## src/rtl/ldpc_ram_read_scheduler.sv

```systemverilog
// ldpc_ram_read_scheduler: walks column -> branch -> address over an LDPC RAM bank, issuing one-hot read requests.
module ldpc_ram_read_scheduler #(
  parameter int WIDTH_BR = 4,
  parameter int NUM_RAMS = 12,
  parameter int MAX_BRANCHES = 8,
  parameter int EXPANSION_FACTOR = 96,
  parameter logic [WIDTH_BR*NUM_RAMS-1:0] BRANCH_CFG = {NUM_RAMS{4'd6}},
  localparam int AW = $clog2(EXPANSION_FACTOR),
  localparam int RW = NUM_RAMS > 1 ? $clog2(NUM_RAMS) : 1,
  localparam int BW = MAX_BRANCHES > 1 ? $clog2(MAX_BRANCHES) : 1,
  localparam int VW = MAX_BRANCHES * NUM_RAMS,
  localparam int SW = VW > 1 ? $clog2(VW) : 1
) (
  input  logic          i_clock,
  input  logic          i_reset,
  input  logic          i_start,
  output logic          o_start_ready,
  input  logic          i_abort,
  output logic [AW-1:0] o_addr,
  output logic [VW-1:0] o_addr_valid,
  input  logic [VW-1:0] i_addr_ready,
  output logic [RW-1:0] o_ram_idx,
  output logic [BW-1:0] o_branch_idx,
  output logic          o_last,
  output logic          o_busy,
  output logic          o_done
);
  typedef enum logic [1:0] {IDLE, ISSUE, SKIP, DONE} state_t;
  function automatic int cnt(input int r);
    if (r >= NUM_RAMS) return 0;
    return int'(BRANCH_CFG[r*WIDTH_BR +: WIDTH_BR]);
  endfunction
  if (EXPANSION_FACTOR < 2) begin : g_bad_z
    $error("EXPANSION_FACTOR must be at least 2");
  end
  for (genvar i = 0; i < NUM_RAMS; i++) begin : g_chk
    if (cnt(i) > MAX_BRANCHES) begin : g_bad
      $error("BRANCH_CFG entry exceeds MAX_BRANCHES");
    end
  end
  state_t state, state_n, col_next;
  logic [AW-1:0] a, a_n;
  logic [BW-1:0] b, b_n;
  logic [RW-1:0] r, r_n;
  logic [SW-1:0] sel;
  logic xfer, last_col, br_end, a_end;
  always_comb begin
    sel = SW'(int'(b) * NUM_RAMS + int'(r));
    xfer = state == ISSUE && i_addr_ready[sel];
    last_col = int'(r) == NUM_RAMS - 1;
    br_end = int'(b) == cnt(int'(r)) - 1;
    a_end = int'(a) == EXPANSION_FACTOR - 1;
    col_next = last_col ? DONE : (cnt(int'(r) + 1) != 0 ? ISSUE : SKIP);
    state_n = state;
    a_n = a;
    b_n = b;
    r_n = r;
    case (state)
      IDLE: if (i_start) begin
        a_n = '0;
        b_n = '0;
        r_n = '0;
        state_n = cnt(0) != 0 ? ISSUE : SKIP;
      end
      ISSUE: if (xfer) begin
        a_n = a_end ? '0 : a + AW'(1);
        b_n = !a_end ? b : (br_end ? '0 : b + BW'(1));
        r_n = !(a_end && br_end) ? r : (last_col ? '0 : r + RW'(1));
        state_n = a_end && br_end ? col_next : ISSUE;
      end
      SKIP: begin
        r_n = last_col ? '0 : r + RW'(1);
        state_n = col_next;
      end
      default: state_n = IDLE;
    endcase
    // abort clears everything and suppresses the done pulse
    if (i_abort && state != IDLE) begin
      state_n = IDLE;
      a_n = '0;
      b_n = '0;
      r_n = '0;
    end
  end
  always_ff @(posedge i_clock or negedge i_reset) begin
    if (!i_reset) begin
      state <= IDLE;
      a <= '0;
      b <= '0;
      r <= '0;
    end else begin
      state <= state_n;
      a <= a_n;
      b <= b_n;
      r <= r_n;
    end
  end
  assign o_start_ready = state == IDLE;
  assign o_busy = state != IDLE;
  assign o_done = state == DONE;
  assign o_addr = a;
  assign o_ram_idx = r;
  assign o_branch_idx = b;
  assign o_addr_valid = state == ISSUE ? VW'(1) << sel : '0;
  assign o_last = state == ISSUE && last_col && br_end && a_end;
endmodule

```

## config.mk

```make
export PLATFORM = sky130hd
export DESIGN_NAME = ldpc_ram_read_scheduler
export DESIGN_NICKNAME = d
export VERILOG_FILES = /design/src/rtl/ldpc_ram_read_scheduler.sv
export SDC_FILE = /design/constraint.sdc
export NUM_CORES = 1
export LEC_CHECK = 0
export CORE_AREA = 2 2 83 85
export DETAILED_ROUTE_END_ITERATION = 7
export DIE_AREA = 0 0 85 87
export DONT_BUFFER_PORTS = 1
export HOLD_SLACK_MARGIN = 0.08
export MAX_ROUTING_LAYER = met4
export SLEW_MARGIN = 20
export SYNTH_ARGS = -nofsm -noshare
export SYNTH_HDL_FRONTEND = slang
export SYNTH_SLANG_ARGS = --single-unit
export TNS_END_PERCENT = 1
```

## constraint.sdc

```tcl
create_clock -name i_clock -period 3.31 [get_ports i_clock]
set_input_delay 0.4965 -clock i_clock [delete_from_list [all_inputs] [get_ports i_clock]]
set_output_delay 0.4965 -clock i_clock [all_outputs]
set_load 0.02 [all_outputs]
```

==> metrics <==
Final Hold Fails 0; Nets 615; IR Drop Worst-Case VDD 0.000243 V; Yosys cell types 56; first-pass GRT wire length 15,800 um; TritonCTS Sinks 16; site row count 30; top cells by count, synth nor2_1 (113), nand2_1 (34), nand3_1 (24), clkbuf_1 (20), dfrtp_1 (16); 1st-pass router iterations 5; Slew headroom 47.2%; number of synthesized register bits 16; final worst path period share 100%; top post-synthesis cells by area nor2_1 (14%), dfrtp_1 (14%), mux4_1 (12%); vias per cell 6.01; Max-cap violations 0; routed wire length 11,000 um; worst hold margin 0.480 ns; largest net degree at the start of global routing 34; worst clock skew 0.00248 ns; layout cells sized above 1 38.4%; number of port buffers 0; post-synth net total 507; Gate Count Post-Synth 390; Clock Root Buffer clkbuf_8; outcome finished, violations left; Worst setup SP type flip-flop; failing checks setup timing; Die Area 7400 um2; Pwr per Cell Area 381 nW/um2; Slew Viols, Final 0; initial antenna violation count 0; Ant. Diodes 0; Crit Path Max Fanout 8; total congestion overflow 0; Total Routing Usage GR 26.9%; DRT iter0 DRCs 226; Wirelength per Cell 19.1 um; hold crit path type in2reg; Layout Utilization 65.9%; number of enable flip-flop cells after synthesis 0; Final setup viols 6; starting density of the core 44.7%; measured slew at the worst slew-check pin 0.789 ns; Worst-path clk slew 0.07 ns; H-Tree Depth 1; Post-synth ARST share 100%; post-route ant nets 0; Yosys warnings 0; Period minus WS final 3.32 ns; Synth top area share 14.4%; GPL Wtd Cong 0.864; Worst Setup Path Type reg2out; DRC 0; Lkg Pwr 1.79 nW; CP arrival 2.82 ns; ys flop type dfrtp_1; Netlist Area Pre-Place 2940 um2; Layout area overhead 47.3%; Vert. Die Dim 87 um; CTS tree done; most common cell in the netlist nor2_1; HPWL Detailed 8490 um; die width 85 um; synthesized area per cell 7.54 um2; clock tree buffer depth 2; Fmax achieved 301 MHz; CP required 2.81 ns; worst-skew pair later-pin latency 0.25 ns; DR vias 3,466; I/O Pins 214; CTS Buf Count 3; crit path capture type output pin; largest area contributor in the netlist nor2_1; final worst-path setup slack -0.0114 ns; Seq/Total Area, Yosys 13.6%; vias in the first global route 3,083; RSZ-0062 raised after global routing yes; Core Area 6570 um2
-- state kept, by name, summed over array words and instances (netlist names) --
signal and cells:
o_ram_idx 4, o_branch_idx 3, o_addr 7, state 2
-- per-stage QoR --
step / setup WS (ns) / total power [mW] / instances / area (um2) / TNS [ns]
floorplan: -0.0633 / 1.17 / 390 / 2970 / -1.94
global placement: 0.0445 / 1.43 / 563 / 3900 / 0
detailed placement: -0.0179 / 1.45 / 563 / 3900 / -0.0179
CTS: 0.00538 / 1.64 / 570 / 4010 / 0
global route: -0.110 / 1.76 / 577 / 4330 / -3.45
finish: -0.0114 / 1.65 / 577 / 4330 / -0.0333
-- per-layer routing --
| metal | share of wire [%] | GRT usage (%) | routed length, um |
|---|---|---|---|
| met3 | 8.2 | 3.70 | 902 |
| met1 | 38 | 33.0 | 4140 |
| met5 | 0 | - | 0 |
| met4 | 1.8 | 5.77 | 194 |
| met2 | 53 | 47.4 | 5800 |
-- worst max-delay path, cell delays in order, from the launching register on --
cell,delay [ns]
dfrtp_1,0.38
ha_2,0.21
inv_2,0.05
fa_2,0.35
xnor2_2,0.15
or3_4,0.37
and2_4,0.17
or3_4,0.45
clkbuf_16,0.21
nor2_4,0.10
buf_6,0.12
-- cells by family after synthesis --
kind of cell / Yosys count / share of synthesized area [%]
flip-flops: 16 / 13.6
adder cells (fa/ha/maj): 17 / 7.75
buffers and inverters: 45 / 7.45
AND/OR/NAND/NOR: 220 / 33.4
multiplexers: 36 / 23.5
XOR/XNOR: 5 / 1.49
AO/OA/AOI/OAI: 51 / 12.7
-- what timing repair did --
action / 4_1_cts / 5_1_grt
gates cloned: 0 / 3
setup buffers: 2 / 4
setup endpoints to repair: 63 / 105
resized for setup: 10 / 60
pin swaps: 1 / 23
hold buffers: 1 / 0
hold endpoints to repair: 16 / 0
-- power by group --
group	total (mW)	internal [mW]	switching, mW
Clock	0.179	0.106	0.0734
Sequential	0.259	0.221	0.0382
Combinational	1.21	0.514	0.696
-- cell usage in the layout, fill, tap and decap left out, types with 4 or more instances in the layout --
cell      instances
mux4_2            9
ha_1             14
nor2_2            5
inv_1            13
dfrtp_1          15
a21oi_1           9
nand2_1          34
clkbuf_8          4
nor2b_1           7
buf_4           107
o21ai_0           6
mux2i_1           8
buf_12            5
buf_6            18
o31ai_1           6
mux2_2            5
nand4_1          11
nor2_1           91
nand2b_1          7
nor3_1            6
nor2_4           17
and3_1            4
mux4_1           13
nand3_1          24
-- worst paths after layout --
kind | startpoint | endpoint | slack [ns] | cells after the start
worst min-delay path | i_abort | state[0]$_DFFE_PN0P_ | 0.48 | 2
max in group asynchronous | i_reset | o_branch_idx[0]$_DFFE_PN0P_ | 2.00 | 1
min in group asynchronous | i_reset | o_addr[2]$_DFFE_PN0P_ | 0.77 | 1
worst min register to register | state[1]$_DFFE_PN0P_ | state[1]$_DFFE_PN0P_ | 0.64 | 2
worst max register to register | o_branch_idx[1]$_DFFE_PN0P_ | o_ram_idx[0]$_DFFE_PN0P_ | 0.02 | 13
worst max-delay path | o_branch_idx[1]$_DFFE_PN0P_ | o_addr_valid[48] | -0.01 | 10
-- layout make-up --
class	count	area (um2)
well taps	80	100
flip-flops and latches	16	402
multi-input cells	329	2540
repair buffers	134	1180
clock buffers	4	55.1
fillers	546	2240
inverters	14	52.6
(Power assumes the default switching activity.)
